### src/rtl/usxgmii_rate_adapt_scheduler.sv
// usxgmii_rate_adapt_scheduler
// Pulls 32-bit USXGMII words from the upstream clock-crossing stage and
// replicates each one 1/2/4/10/100/1000 times according to the negotiated
// link speed. The result is a continuous word stream for the PCS.
// When no word is available, idle is substituted. An underrun inside a
// frame produces a single error word, and the rest of that frame is dropped.
// Optional statistics counters are enabled by defining USXGMII_SCHED_STATS_EN.
module usxgmii_rate_adapt_scheduler #(
    parameter int p_STAT_WIDTH = 16
) (
    input  logic                    i_usxgmii_clock,
    input  logic                    i_usxgmii_reset,
    input  logic [2:0]              i_speed,
    input  logic                    i_valid,
    output logic                    o_ready,
    input  logic [3:0]              i_control,
    input  logic [31:0]             i_data,
    output logic                    o_usxgmii_valid,
    output logic                    o_usxgmii_first,
    output logic [3:0]              o_usxgmii_control,
    output logic [31:0]             o_usxgmii_data,
    output logic [p_STAT_WIDTH-1:0] o_frame_count,
    output logic [p_STAT_WIDTH-1:0] o_underrun_count
);

    localparam logic [3:0]  IDLE_CONTROL = 4'hF;
    localparam logic [31:0] IDLE_DATA    = 32'h07070707;
    localparam logic [31:0] ERROR_DATA   = 32'hFEFEFEFE;

    typedef enum logic [1:0] {
        IDLE,
        FRAME,
        ABORT
    } state_t;

    state_t      state;
    state_t      next_state;
    logic [9:0]  rep_cnt;
    logic [9:0]  n_factor;
    logic [9:0]  speed_factor;
    logic        speed_ok;
    logic        boundary;
    logic        accept;
    logic        is_start;
    logic        is_term;
    logic [3:0]  next_control;
    logic [31:0] next_data;

    assign boundary = (rep_cnt == n_factor - 10'd1);
    assign o_ready  = boundary;
    assign accept   = i_valid & boundary;
    assign is_start = i_control[0] & (i_data[7:0] == 8'hFB);

    // A terminate character may appear in any lane
    always_comb begin
        is_term = 1'b0;
        for (int lane = 0; lane < 4; lane++) begin
            if (i_control[lane] && (i_data[8*lane +: 8] == 8'hFD)) begin
                is_term = 1'b1;
            end
        end
    end

    // Translate the speed code into a replication factor; reserved codes keep the current one
    always_comb begin
        speed_ok     = 1'b1;
        speed_factor = n_factor;
        case (i_speed)
            3'd0:    speed_factor = 10'd1;
            3'd1:    speed_factor = 10'd2;
            3'd2:    speed_factor = 10'd4;
            3'd3:    speed_factor = 10'd10;
            3'd4:    speed_factor = 10'd100;
            3'd5:    speed_factor = 10'd1000;
            default: speed_ok     = 1'b0;
        endcase
    end

    // Choose the word to load at the next boundary and the frame state that follows it
    always_comb begin
        next_state   = state;
        next_control = IDLE_CONTROL;
        next_data    = IDLE_DATA;
        if (accept) begin
            if (state != ABORT || is_start) begin
                next_control = i_control;
                next_data    = i_data;
            end
            if (is_term) begin
                next_state = IDLE;
            end else if (is_start && state != FRAME) begin
                next_state = FRAME;
            end
        end else if (state == FRAME) begin
            next_control = IDLE_CONTROL;
            next_data    = ERROR_DATA;
            next_state   = ABORT;
        end
    end

    // Replica counting, word loading and speed latching; outputs change only at word boundaries
    always_ff @(posedge i_usxgmii_clock) begin
        if (i_usxgmii_reset) begin
            state             <= IDLE;
            rep_cnt           <= 10'd0;
            n_factor          <= 10'd1;
            o_usxgmii_valid   <= 1'b0;
            o_usxgmii_first   <= 1'b0;
            o_usxgmii_control <= IDLE_CONTROL;
            o_usxgmii_data    <= IDLE_DATA;
        end else begin
            o_usxgmii_valid <= 1'b1;
            if (boundary) begin
                rep_cnt           <= 10'd0;
                state             <= next_state;
                o_usxgmii_first   <= 1'b1;
                o_usxgmii_control <= next_control;
                o_usxgmii_data    <= next_data;
                if (next_state == IDLE && speed_ok) begin
                    n_factor <= speed_factor;
                end
            end else begin
                rep_cnt         <= rep_cnt + 10'd1;
                o_usxgmii_first <= 1'b0;
            end
        end
    end

`ifdef USXGMII_SCHED_STATS_EN
    logic                    count_frame;
    logic                    count_underrun;
    logic [p_STAT_WIDTH-1:0] frame_count;
    logic [p_STAT_WIDTH-1:0] underrun_count;

    // A start seen outside a frame opens a new frame; a missing word inside a frame is an underrun
    always_comb begin
        count_frame    = accept & is_start & (state != FRAME);
        count_underrun = boundary & ~i_valid & (state == FRAME);
    end

    // Saturating statistics counters
    always_ff @(posedge i_usxgmii_clock) begin
        if (i_usxgmii_reset) begin
            frame_count    <= '0;
            underrun_count <= '0;
        end else begin
            if (count_frame && !(&frame_count)) begin
                frame_count <= frame_count + 1'b1;
            end
            if (count_underrun && !(&underrun_count)) begin
                underrun_count <= underrun_count + 1'b1;
            end
        end
    end

    assign o_frame_count    = frame_count;
    assign o_underrun_count = underrun_count;
`else
    assign o_frame_count    = '0;
    assign o_underrun_count = '0;
`endif

endmodule

### config.mk
export PLATFORM = sky130hd
export DESIGN_NAME = usxgmii_rate_adapt_scheduler
export DESIGN_NICKNAME = d
export VERILOG_FILES = /design/src/rtl/usxgmii_rate_adapt_scheduler.sv
export SDC_FILE = /design/constraint.sdc
export NUM_CORES = 1
export LEC_CHECK = 0
export CAP_MARGIN = 15
export CORE_AREA = 2 2 73 102
export DETAILED_ROUTE_END_ITERATION = 7
export DIE_AREA = 0 0 75 104
export GPL_TIMING_DRIVEN = 0
export PLACE_DENSITY = 0.87
export SETUP_SLACK_MARGIN = 0.02
export SYNTH_ARGS = -nofsm -noshare
export SYNTH_HDL_FRONTEND = slang
export SYNTH_SLANG_ARGS = --single-unit
### constraint.sdc
create_clock -name i_usxgmii_clock -period 3.2 [get_ports i_usxgmii_clock]
set_input_delay 0.32 -clock i_usxgmii_clock [delete_from_list [all_inputs] [get_ports i_usxgmii_clock]]
set_output_delay 0.32 -clock i_usxgmii_clock [all_outputs]
set_load 0.01 [all_outputs]
### Word-level counts from Yosys, hierarchy flattened

Cells that the tools add are included.

* equality and inequality tests: 14
* muxes and demuxes: 17
* bitwise gates (word level): 2
* add/sub/neg operators: 2
* reduce and logical (&&, ||, !) cells: 13

Operators with widths (number)
* $mux 32: 3
* $pmux 10 s6: 1
* $eq 8x8->1 const B: 5
* $add 10x1->10 const B: 1
* $eq 10x10->1: 1
* $sub 10x1->10 const B: 1
* $mux 2: 4
* $mux 4: 2
* $mux 1: 7
* $eq 3x2->1 const B: 2
* $eq 3x3->1 const B: 2
* $logic_and 1x1->1: 6
* $reduce_bool 6->1: 1
* $reduce_or 6->1: 1
* $eq 3x1->1 const B: 1
* $logic_not 3->1: 1
* $reduce_and 3->1: 1
* $and 1x1->1: 2
* $eq 2x1->1 const B: 1
* $logic_not 2->1: 1
* $ne 2x1->1 const B: 1
* $ne 2x2->1 const B: 1
* $reduce_or 2->1: 1
* $logic_or 1x1->1: 1

* input bits: 42
* output and inout bits: 71
* register bits: 60

### Depth between registers and ports, before layout

* depth in word-level cells: 11
* mapped depth: 11
* mapped depth without buffers: 10

### Least setup slack after synthesis

Ideal clock, no wire load.

* path kind: register to register
* start: register n_factor[0]
* end: register n_factor[2]
* buffers on the path: 2
* library setup time: 0.070 ns
* stages on the path, launching flop included: 10
* clock period less this slack: 2.753 ns
* data required time: 3.130 ns
* arrival time: 2.683 ns
* path slack: 0.447 ns
* cell sequence: dfxtp_1 or4_1 buf_2 nor4_1 a311oi_1 nor4_2 or3b_1 clkbuf_1 or4_1 a21oi_1

* cells in the longest elaborated chain, start to end: 7

Ends and longest elaborated chain
* from (decl): RTL line 39 `logic [9:0] n_factor;`
* from (signal assigned): RTL line 120 `n_factor <= speed_factor;`
* $sub 10x1->10 (*): RTL line 49 `assign boundary = (rep_cnt == n_factor - 10'd1);`
* $eq 10x10->1 (*): RTL line 49
* $and 1x1->1: RTL line 51 `assign accept = i_valid & boundary;`
* $mux 2: RTL line 84 `if (accept) begin`
* $logic_not 2->1: RTL line 119 `if (next_state == IDLE && speed_ok) begin`
* $logic_and 1x1->1: RTL line 119
* $reduce_and 3->1 (no line) (*)

Mark *: on every way between the ends. The rest lies on a longest branch, timed or not.
A chain may end at the register's enable or synchronous reset.

### Worst setup path in the final report

* start: register n_factor[0]
* end: output o_ready

* cells in the longest elaborated chain, start to end: 2

Ends and longest elaborated chain
* $sub 10x1->10: RTL line 49
* $eq 10x10->1: RTL line 49
* to (decl): RTL line 15 `output logic o_ready,`

Every way passes these cells.

==> impl_metrics.xml <==
<?xml version="1.0" encoding="UTF-8"?>
<metrics>
  <group name="status">
    <metric name="status" unit="">finished clean</metric>
  </group>
  <group name="sta">
    <metric name="min_period_over_period" unit="">0.957</metric>
    <metric name="timing.fmax" unit="MHz">327</metric>
    <metric name="worstMarginPinSlew" unit="ns">0.662</metric>
    <metric name="setup_violating_endpoint_count_in_the_final_report" unit="">0</metric>
    <metric name="setup_total_negative_slack" unit="ns">0</metric>
    <metric name="rsz0062_at_grt" unit="">yes</metric>
    <metric name="slew_violations" unit="">0</metric>
    <metric name="report.final.hold_viol_count" unit="">0</metric>
    <metric name="period_minus_slack" unit="ns">3.06</metric>
    <metric name="timing.clock.skew" unit="ns">0.0122</metric>
    <metric name="whs" unit="ns">0.412</metric>
    <metric name="timing.max_slew.rel_slack" unit="">0.556</metric>
  </group>
  <group name="drt">
    <metric name="detail_route.wirelength.met1" unit="mm">2.84</metric>
    <metric name="wirelength" unit="mm">7.17</metric>
    <metric name="drt_iter0_markers" unit="">103</metric>
    <metric name="drtAntennaViolNets" unit="">0</metric>
    <metric name="highest-signal-layer" unit="">met4</metric>
    <metric name="drc" unit="">0</metric>
    <metric name="dr_wl_met3" unit="um">553</metric>
    <metric name="route.detailed.wl_per_inst" unit="um">13.2</metric>
    <metric name="route.vias.total" unit="">2630</metric>
    <metric name="drt-vias-per-instance" unit="">4.83</metric>
    <metric name="first_pass_iters" unit="">4</metric>
    <metric name="detailroute.wirelength.met2" unit="mm">3.71</metric>
  </group>
  <group name="grt">
    <metric name="wire_length_of_the_first_global_routing_pass" unit="mm">11.3</metric>
    <metric name="groute.usage.overall" unit="">0.182</metric>
    <metric name="overflow" unit="">0</metric>
    <metric name="grt_max_degree" unit="">19</metric>
    <metric name="grt_antenna_before_repair" unit="">0</metric>
    <metric name="number_of_global_route_vias_before_repair" unit="">2498</metric>
  </group>
  <group name="yosys">
    <metric name="synth_top_cell_area_share" unit="">0.410</metric>
    <metric name="async_reset_ff_frac" unit="">0</metric>
    <metric name="synth.area.top_cells" unit="">sky130_fd_sc_hd__dfxtp_1 (41%), sky130_fd_sc_hd__buf_4 (9.1%), sky130_fd_sc_hd__nand2_1 (4.9%)</metric>
    <metric name="syn_inst" unit="">329</metric>
    <metric name="seq_area_frac_synth" unit="">0.410</metric>
    <metric name="post_synth_num_cell_types" unit="">41</metric>
    <metric name="synth.yosys.warnings" unit="">0</metric>
    <metric name="synth.cell_area" unit="mm2">0.00274</metric>
    <metric name="synth_area_per_cell" unit="um2">8.31</metric>
    <metric name="synth_top_cell_by_area" unit="">sky130_fd_sc_hd__dfxtp_1</metric>
    <metric name="synth_top_flop_cell" unit="">sky130_fd_sc_hd__dfxtp_1</metric>
    <metric name="yosys_register_bits" unit="">56</metric>
    <metric name="synth_enable_flop_cells" unit="">0</metric>
  </group>
  <group name="cells_and_area">
    <metric name="multi_input_area" unit="mm2">0.00140</metric>
    <metric name="num-fill-cells" unit="">603</metric>
    <metric name="layoutNonFillerInstCount" unit="">544</metric>
    <metric name="most-common-layout-cells" unit="">sky130_fd_sc_hd__clkdlybuf4s50_1 (78), sky130_fd_sc_hd__dfxtp_1 (55), sky130_fd_sc_hd__nand2_1 (36), sky130_fd_sc_hd__buf_4 (36), sky130_fd_sc_hd__conb_1 (32)</metric>
    <metric name="n_antenna_cell" unit="">0</metric>
    <metric name="syn_to_final_growth" unit="%">42.5</metric>
    <metric name="layout.cell_area.non_filler" unit="mm2">0.00390</metric>
    <metric name="layout-drive-gt1-share" unit="">0.111</metric>
    <metric name="ff_latch_area" unit="mm2">0.00112</metric>
    <metric name="layout.cells.most_common" unit="">sky130_fd_sc_hd__clkdlybuf4s50_1</metric>
    <metric name="nets" unit="">492</metric>
  </group>
  <group name="floorplanning">
    <metric name="coreArea" unit="mm2">0.00689</metric>
    <metric name="dieArea" unit="mm2">0.00780</metric>
    <metric name="rows" unit="">36</metric>
    <metric name="die-height" unit="um">104</metric>
    <metric name="effective_utilization_at_floorplan" unit="">0.397</metric>
    <metric name="fp.dieW" unit="um">75</metric>
    <metric name="i_o_pins" unit="">113</metric>
  </group>
  <group name="pwr">
    <metric name="leakage" unit="nW">1.55</metric>
    <metric name="clockPowerShare" unit="">0.143</metric>
    <metric name="intPower" unit="mW">2.02</metric>
    <metric name="power_density_relative_to_cell_area" unit="mW/mm2">864</metric>
    <metric name="comb_power_share" unit="">0.553</metric>
    <metric name="switching_share" unit="">0.401</metric>
    <metric name="max-vdd-ir-drop" unit="mV">0.535</metric>
    <metric name="pwr-share-seq" unit="">0.304</metric>
    <metric name="power.switching" unit="mW">1.35</metric>
  </group>
  <group name="place">
    <metric name="placed_area" unit="mm2">0.00375</metric>
    <metric name="gp_routability_congestion" unit="">0.908</metric>
    <metric name="placement.io_buffers" unit="">78</metric>
    <metric name="post-place-cells" unit="">533</metric>
    <metric name="detailedPlacementHpwl" unit="mm">5.61</metric>
  </group>
  <group name="clock_network">
    <metric name="clock_insertion_delay_worst_skew" unit="ns">0.32</metric>
    <metric name="cts_num_sinks" unit="">56</metric>
    <metric name="tritoncts" unit="">built</metric>
    <metric name="ctsHtreeMaxLevel" unit="">2</metric>
    <metric name="path_clk_slew" unit="ns">0.10</metric>
    <metric name="cts.root.buffer_cell" unit="">sky130_fd_sc_hd__clkbuf_8</metric>
    <metric name="maximum_root_to_sink_buffer_count" unit="">2</metric>
    <metric name="tritoncts.num_buffers" unit="">5</metric>
  </group>
  <group name="critical_path">
    <metric name="criticalPathCategory" unit="">flip-flop to primary output</metric>
    <metric name="cp_slowest_cell" unit="">sky130_fd_sc_hd__clkdlybuf4s50_1</metric>
    <metric name="cp-end-kind" unit="">primary output</metric>
    <metric name="crit_path_cell_trace" unit="">or4_1 -&gt; buf_2 -&gt; nor4_1 -&gt; a311oi_1 -&gt; nor4_2 -&gt; buf_4 -&gt; clkdlybuf4s50_1</metric>
    <metric name="reg2reg_slack" unit="ns">0.15</metric>
    <metric name="cp_data_required_time" unit="ns">2.88</metric>
    <metric name="setup.worst_path.start_class" unit="">flip-flop</metric>
    <metric name="worstPathMaxFanout" unit="">6</metric>
    <metric name="critical_path_arrival" unit="ns">2.74</metric>
    <metric name="critical_path_max_stage_delay" unit="ns">0.53</metric>
  </group>
  <group name="job">
    <metric name="number_of_max_capacitance_violations_reported" unit="">0</metric>
  </group>
  <group name="hold_path">
    <metric name="hold_path_class" unit="">input port to flip-flop</metric>
  </group>
</metrics>
-- path summary, 6_finish.rpt --
check | cells past startpoint | endpoint | start
worst max-delay path | 7 | o_ready | n_factor[0]
worst min-delay path | 2 | state[0] | i_usxgmii_reset
worst max register to register | 11 | o_usxgmii_control[0] | n_factor[0]
worst min register to register | 2 | o_usxgmii_data[5] | o_usxgmii_data[5]
-- critical path, delay by kind of cell (launching register included) --
family,cells,cell delay [ns]
and+or+nand+nor,3,1.07
buffers and inverters,3,0.90
AOI/OAI and AO/OA,1,0.11
DFF,1,0.36
-- flip-flops by register name, indices dropped and copies added, names as in the netlist --
signal / count
o_usxgmii_control: 4
n_factor: 6
o_usxgmii_first: 1
state: 2
rep_cnt: 10
o_usxgmii_data: 32
o_usxgmii_valid: 1
-- per-layer routing --
layer,vias to the layer above,GRT usage
li1,1322,-
met3,7,0.0504
met1,1198,0.204
met4,0,0.0459
met5,-,0
met2,103,0.326
-- Yosys cell counts, types with 2 or more instances --
library cell	count
sky130_fd_sc_hd__and3_1	3
sky130_fd_sc_hd__inv_1	7
sky130_fd_sc_hd__and2_1	4
sky130_fd_sc_hd__nor2b_1	2
sky130_fd_sc_hd__nor4_1	7
sky130_fd_sc_hd__nor4b_1	2
sky130_fd_sc_hd__nor3_1	7
sky130_fd_sc_hd__clkbuf_1	13
sky130_fd_sc_hd__or4_1	5
sky130_fd_sc_hd__nand2b_1	4
sky130_fd_sc_hd__o22a_1	15
sky130_fd_sc_hd__o21ai_0	25
sky130_fd_sc_hd__nand2_1	36
sky130_fd_sc_hd__buf_2	2
sky130_fd_sc_hd__buf_4	33
sky130_fd_sc_hd__nor2_1	26
sky130_fd_sc_hd__o21ai_1	3
sky130_fd_sc_hd__xor2_1	7
sky130_fd_sc_hd__xnor2_1	12
sky130_fd_sc_hd__nand4_1	6
sky130_fd_sc_hd__nand3_1	6
sky130_fd_sc_hd__a21oi_1	25
sky130_fd_sc_hd__ha_1	2
sky130_fd_sc_hd__dfxtp_1	56
sky130_fd_sc_hd__mux2i_1	5
-- power groups by stage --
stage          registers [mW]  logic, mW  clock network [mW]
6_report                 1.02       1.86               0.481
5_1_grt                  1.05       2.02               0.504
4_1_cts                  1.02       1.85               0.483
3_5_place_dp             1.04       1.73                   0
3_3_place_gp             1.03       1.68                   0
2_1_floorplan            1.08       1.01                   0
-- metrics by stage --
stage	worst slack [ns]	total power [mW]	utilization
floorplan	0.447	2.10	-
global placement	0.181	2.72	0.544
detailed placement	0.131	2.77	0.544
CTS	0.0706	3.35	0.564
global route	0.0175	3.58	0.565
finish	0.139	3.37	0.565
-- final cells by class --
type,count,share of cell area
Inverter,7,0.00674
Multi-Input combinational cell,249,0.360
Clock inverter,3,0.0119
Timing Repair Buffer,81,0.206
Clock buffer,5,0.0177
Buffer,48,0.0787
Tap cell,95,0.0305
Sequential cell,56,0.288
-- kinds of logic after synthesis --
kind of cell	Yosys count	share of synthesized area
and+or+nand+nor	115	0.210
AOI/OAI and AO/OA	76	0.169
DFF	56	0.410
buffers and inverters	55	0.122
xor gates and xnor gates	19	0.0608
muxes	5	0.0183
adders and majority gates	2	0.00915
other	1	0.00137
-- timing repair --
action,in CTS,in global routing
buffers inserted,3,0
endpoints found under the setup margin,1,27
pin swaps,0,1
endpoints found under the hold margin,0,0
resized for setup,0,3
hold buffers,0,0
(Power assumes the default switching activity.)
==> RTL change 1: new RTL, same flow settings <==
Encoding of `state_t`: now one-hot (3 bits for 3 states).
--- a/src/rtl/usxgmii_rate_adapt_scheduler.sv
+++ b/src/rtl/usxgmii_rate_adapt_scheduler.sv
@@ -28,8 +28,8 @@
     localparam logic [31:0] ERROR_DATA   = 32'hFEFEFEFE;
 
-    typedef enum logic [1:0] {
-        IDLE,
-        FRAME,
-        ABORT
+    typedef enum logic [2:0] {
+        IDLE  = 3'b001,
+        FRAME = 3'b010,
+        ABORT = 3'b100
     } state_t;
 
Check against the original RTL: same outputs for any inputs over 10 cycles, from zero or initial values and one cycle with i_usxgmii_reset high; not proved beyond that.
==> RTL change 1 against the unedited design <==
Synthesized area rose by 5.7%; total power rose by 26%; wire length grew 15%; cell area up 6.2%; sequential cell count increased by 1; die area unchanged; setup slack got worse by 0.018 ns.
==> RTL change 1: results (changes against the unedited design) <==
CTS buffer count 9 (+4); LEAKAGE 1.61 nW (+4.3%); worst-margin pin slew 0.890 ns (+0.228 ns); max incr delay on CP 0.50 ns (-0.03 ns); Synth area leaders dfxtp_1 (39%), buf_4 (8.8%), nand3_1 (4.8%), o21ai_0 (4.8%), a21oi_1 (4.3%); Syn Area/Cell 8.68 um2 (+4.4%); adder-cell share of the synthesized area 0.866% (-0.049 points); min-delay src i_valid; Area after DPL 3910 um2 (+4.1%); CP max-delay cell or3b_2; number of global-route vias before repair 2749 (+10%); gr usage total 21.4% (+3.2 points); post-synthesis sequential area ratio 39.5% (-1.5 points); multiplexer fraction of the synthesized cell area 0.693% (-1.1 points); Post-synth top cells dfxtp_1 (57), buf_4 (34), nand3_1 (28), o21ai_0 (28), a21oi_1 (25); final hold slack 0.452 ns (+0.0394 ns); Synth Area in XOR/XNOR 4.55% (-1.5 points); delay-heaviest family, CP buffers and inverters; CTS clk-pin slew, worst paths 0.07 ns (-0.03 ns); DP HPWL 6.28 mm (+12%); Iter 0 DRT Violations 260 (+150%); pre-CTS WS 0.0934 ns (-0.0376 ns); status finished, final reports clean; Via Count 2891 (+9.9%); CP arrival 2.76 ns (+0.02 ns); crit-path max FO 10 (+4); worst vdd ir 0.927 mV (+73%); hold depth 3 (+1); fraction of layout cells with a size suffix above 1 15.5% (+4.4 points); Int Pwr 0.00240 W (+19%); FF-to-FF setup slack 0.66 ns (+0.51 ns)
-- RTL change 1: cell types whose count changed after synthesis, moves of 4 or more --
cell      change
nand3b_1      +4
nor2_1        -6
buf_2         +7
nand2_1      -19
o32a_1       +10
clkbuf_1      -6
a221o_1       +4
o22a_1       -15
and2_1        -4
or4_1         -5
nor3_1        -4
nand3_1      +22
-- RTL change 1: metal layers --
| metal | GRT usage (%) | up-vias | share of wire [%] |
|---|---|---|---|
| met2 | 37.1 | 134 | 52 |
| met5 | 0 | - | 0 |
| met3 | 5.91 | 23 | 6.8 |
| met4 | 8.42 | 0 | 2.7 |
| li1 | - | 1386 | - |
| met1 | 24.0 | 1348 | 38 |
-- RTL change 1: power groups by stage --
stage / Clock, W / Sequential, W / Combinational, W
detailed placement: 0 / 0.00106 / 0.00242
CTS: 0.000761 / 0.00105 / 0.00242
global route: 0.000797 / 0.00107 / 0.00262
global placement: 0 / 0.00105 / 0.00234
finish: 0.000752 / 0.00105 / 0.00243
floorplan: 0 / 0.00110 / 0.00153
-- RTL change 1: cells by family after synthesis --
group                      Yosys count
AOI/OAI and AO/OA                   87
other                                1
and+or+nand+nor                    107
xor gates and xnor gates            15
muxes                                2
DFF                                 57
adders and majority gates            2
buffers and inverters               62
-- RTL change 1: cell type report --
| type | count | area share (%) |
|---|---|---|
| clock buffers | 11 | 3.42 |
| inverters | 9 | 0.877 |
| well taps | 95 | 2.87 |
| plain buffers | 53 | 8.53 |
| clock inverters | 5 | 1.91 |
| repair buffers | 78 | 18.8 |
| flip-flops and latches | 57 | 27.6 |
| multi-input cells | 245 | 35.9 |
-- RTL change 1: through the flow --
stage	power [W]	utilization (%)
after floorplan	0.00263	-
after global placement	0.00340	56.7
after detailed placement	0.00348	56.7
after CTS	0.00423	60.0
after global routing	0.00449	60.0
final	0.00424	60.0
==> RTL change 2: new RTL, same flow settings <==
Made on the original files. Build with the macro `USXGMII_SCHED_STATS_EN` defined.
--- a/src/rtl/usxgmii_rate_adapt_scheduler.sv
+++ b/src/rtl/usxgmii_rate_adapt_scheduler.sv
@@ -6,4 +6,6 @@
 // frame produces a single error word, and the rest of that frame is dropped.
 // Optional statistics counters are enabled by defining USXGMII_SCHED_STATS_EN.
+`define USXGMII_SCHED_STATS_EN
+
 module usxgmii_rate_adapt_scheduler #(
     parameter int p_STAT_WIDTH = 16
Behaviour: not the same (Yosys sat finds a counterexample within 4 cycles, from zero or initial values and one cycle with i_usxgmii_reset high).
==> RTL change 2 against the unedited design <==
Non-clock buffer count grew 10; cell area rose by 43%; setup slack better by 0.081 ns; clock skew fell by 0.0040 ns; maximum frequency grew 2.7%; critical endpoint unchanged; register-to-register slack gained 0.11 ns; wire length grew 59%; critical path depth shrank 1; synthesized area up 49%; sequential cell count grew 32; total power up 35%.
==> RTL change 2: results (changes against the unedited design) <==
Iter 0 DRT Violations 222 (+120%); WL/cell 16.0 um (+21%); later-pin clock latency in the skew report 0.37 ns (+0.05 ns); routability-driven placement congestion ratio 0.932 (+2.6%); post-placement cell count 700 (+31%); Layout Skew 0.00827 ns (-0.00398 ns); number of global-route vias before repair 4094 (+64%); Async S/R FF share, synth 0% (unchanged); gr usage total 30.7% (+12 points); initial antenna violation count 0 (unchanged); Unique masters post-synth 49 (+20%); nets@finish 662 (+35%); status finished, final reports clean; largest net degree at the start of global routing 14 (-5); CTS buffer count 9 (+4); top-area cell type share of the netlist area 43.2% (+2.2 points); post-synthesis sequential area ratio 43.2% (+2.2 points); DP HPWL 8.61 mm (+53%); LEAKAGE 1.98 nW (+28%); worst vdd ir 0.511 mV (-4.6%); fraction of layout cells with a size suffix above 1 5.80% (-5.3 points); crit-path max FO 5 (-1); max reg flops 32 (unchanged); routed vias/inst 5.80 (+20%); Port Buffers 111 (+42%); HP Class flop to flop; CTS clk-pin slew, worst paths 0.09 ns; Synth area leaders dfxtp_1 (43%), nor2_1 (6.6%), nor3_1 (5.5%), xor2_1 (4.3%), a211oi_1 (3.9%); CP arrival 2.66 ns (-0.08 ns); Max Fclk 336 MHz (+2.7%); Max-cap violations 0 (unchanged); Post-Synthesis Net Count 540; Post-Syn Instances 494 (+50%); CTS H-Tree Depth 3 (+1); Post-synth top cells dfxtp_1 (88), nor2_1 (72), nor3_1 (45); Clock Tree Buf Depth 2 (unchanged); Via Count 4155 (+58%); first-pass GRT wire length 18.7 mm (+66%); final setup fails 0 (unchanged); antenna cells 0 (unchanged); min-delay src rep_cnt[0]; DRT Pass-1 Iters 5 (+1); worst-margin pin slew 0.867 ns (+0.205 ns)
==> RTL change 2: stage by stage <==
stage	setup slack [ns]	hold WS, ns	cell area, um2	power [W]
detailed placement	0.0228	0.478	5310	0.00366
CTS	0.0435	0.486	5530	0.00449
global placement	0.0712	0.466	5310	0.00358
global route	0.0544	0.515	5550	0.00484
floorplan	0.582	0.449	4080	0.00284
finish	0.220	0.498	5550	0.00454
==> RTL change 2: layer usage <==
layer	track usage [%]	share of wire, %	up-vias	wire length [um]
met1	33.8	39	2003	4440
met4	13.5	2.8	0	319
li1	-	-	2003	-
met2	53.2	53	120	6030
met5	0	0	-	0
met3	8.14	5.6	29	635
==> RTL change 2: final timing paths <==
path	cells past startpoint	endpoint	slack, ns
worst max-delay path	6	o_ready	0.22
worst min-delay path	1	rep_cnt[0]	0.50
worst max register to register	9	rep_cnt[5]	0.26
worst min register to register	1	rep_cnt[0]	0.50
==> RTL change 2: power breakdown <==
group | leakage, nW | switching (W) | internal [W]
Combinational | 1.15 | 0.00135 | 0.000933
Sequential | 0.716 | 0.000121 | 0.00130
Clock | 0.113 | 0.000395 | 0.000446
==> RTL change 2: kinds of logic after synthesis <==
| kind of cell | share of synthesized area (%) |
|---|---|
| and+or+nand+nor | 28.2 |
| DFF | 43.2 |
| muxes | 1.50 |
| buffers and inverters | 3.62 |
| xor gates and xnor gates | 7.94 |
| adders and majority gates | 1.23 |
| AOI/OAI and AO/OA | 14.3 |
==> RTL change 2: cell type report <==
cell class	instances	area, um2
multi-input combinational	368	2190
inverter	10	37.5
tap	95	119
clock buffer	14	183
fill	490	1340
buffer	28	114
sequential	88	1760
timing repair buffer	111	1110
clock inverter	2	35.0
==> RTL change 2: timing repair <==
action                     CTS  global route
setup endpoints to repair    0            40
setup buffers                0             0
resized for setup            0            10
hold buffers                 0             0
==> RTL change 2: worst max-delay path, cell delays in order (launching register included) <==
cell	delay, ns
dfxtp_1	0.34
or4_1	0.52
buf_2	0.17
nor3_2	0.19
o22ai_1	0.18
nor4_2	0.29
clkdlybuf4s50_1	0.59
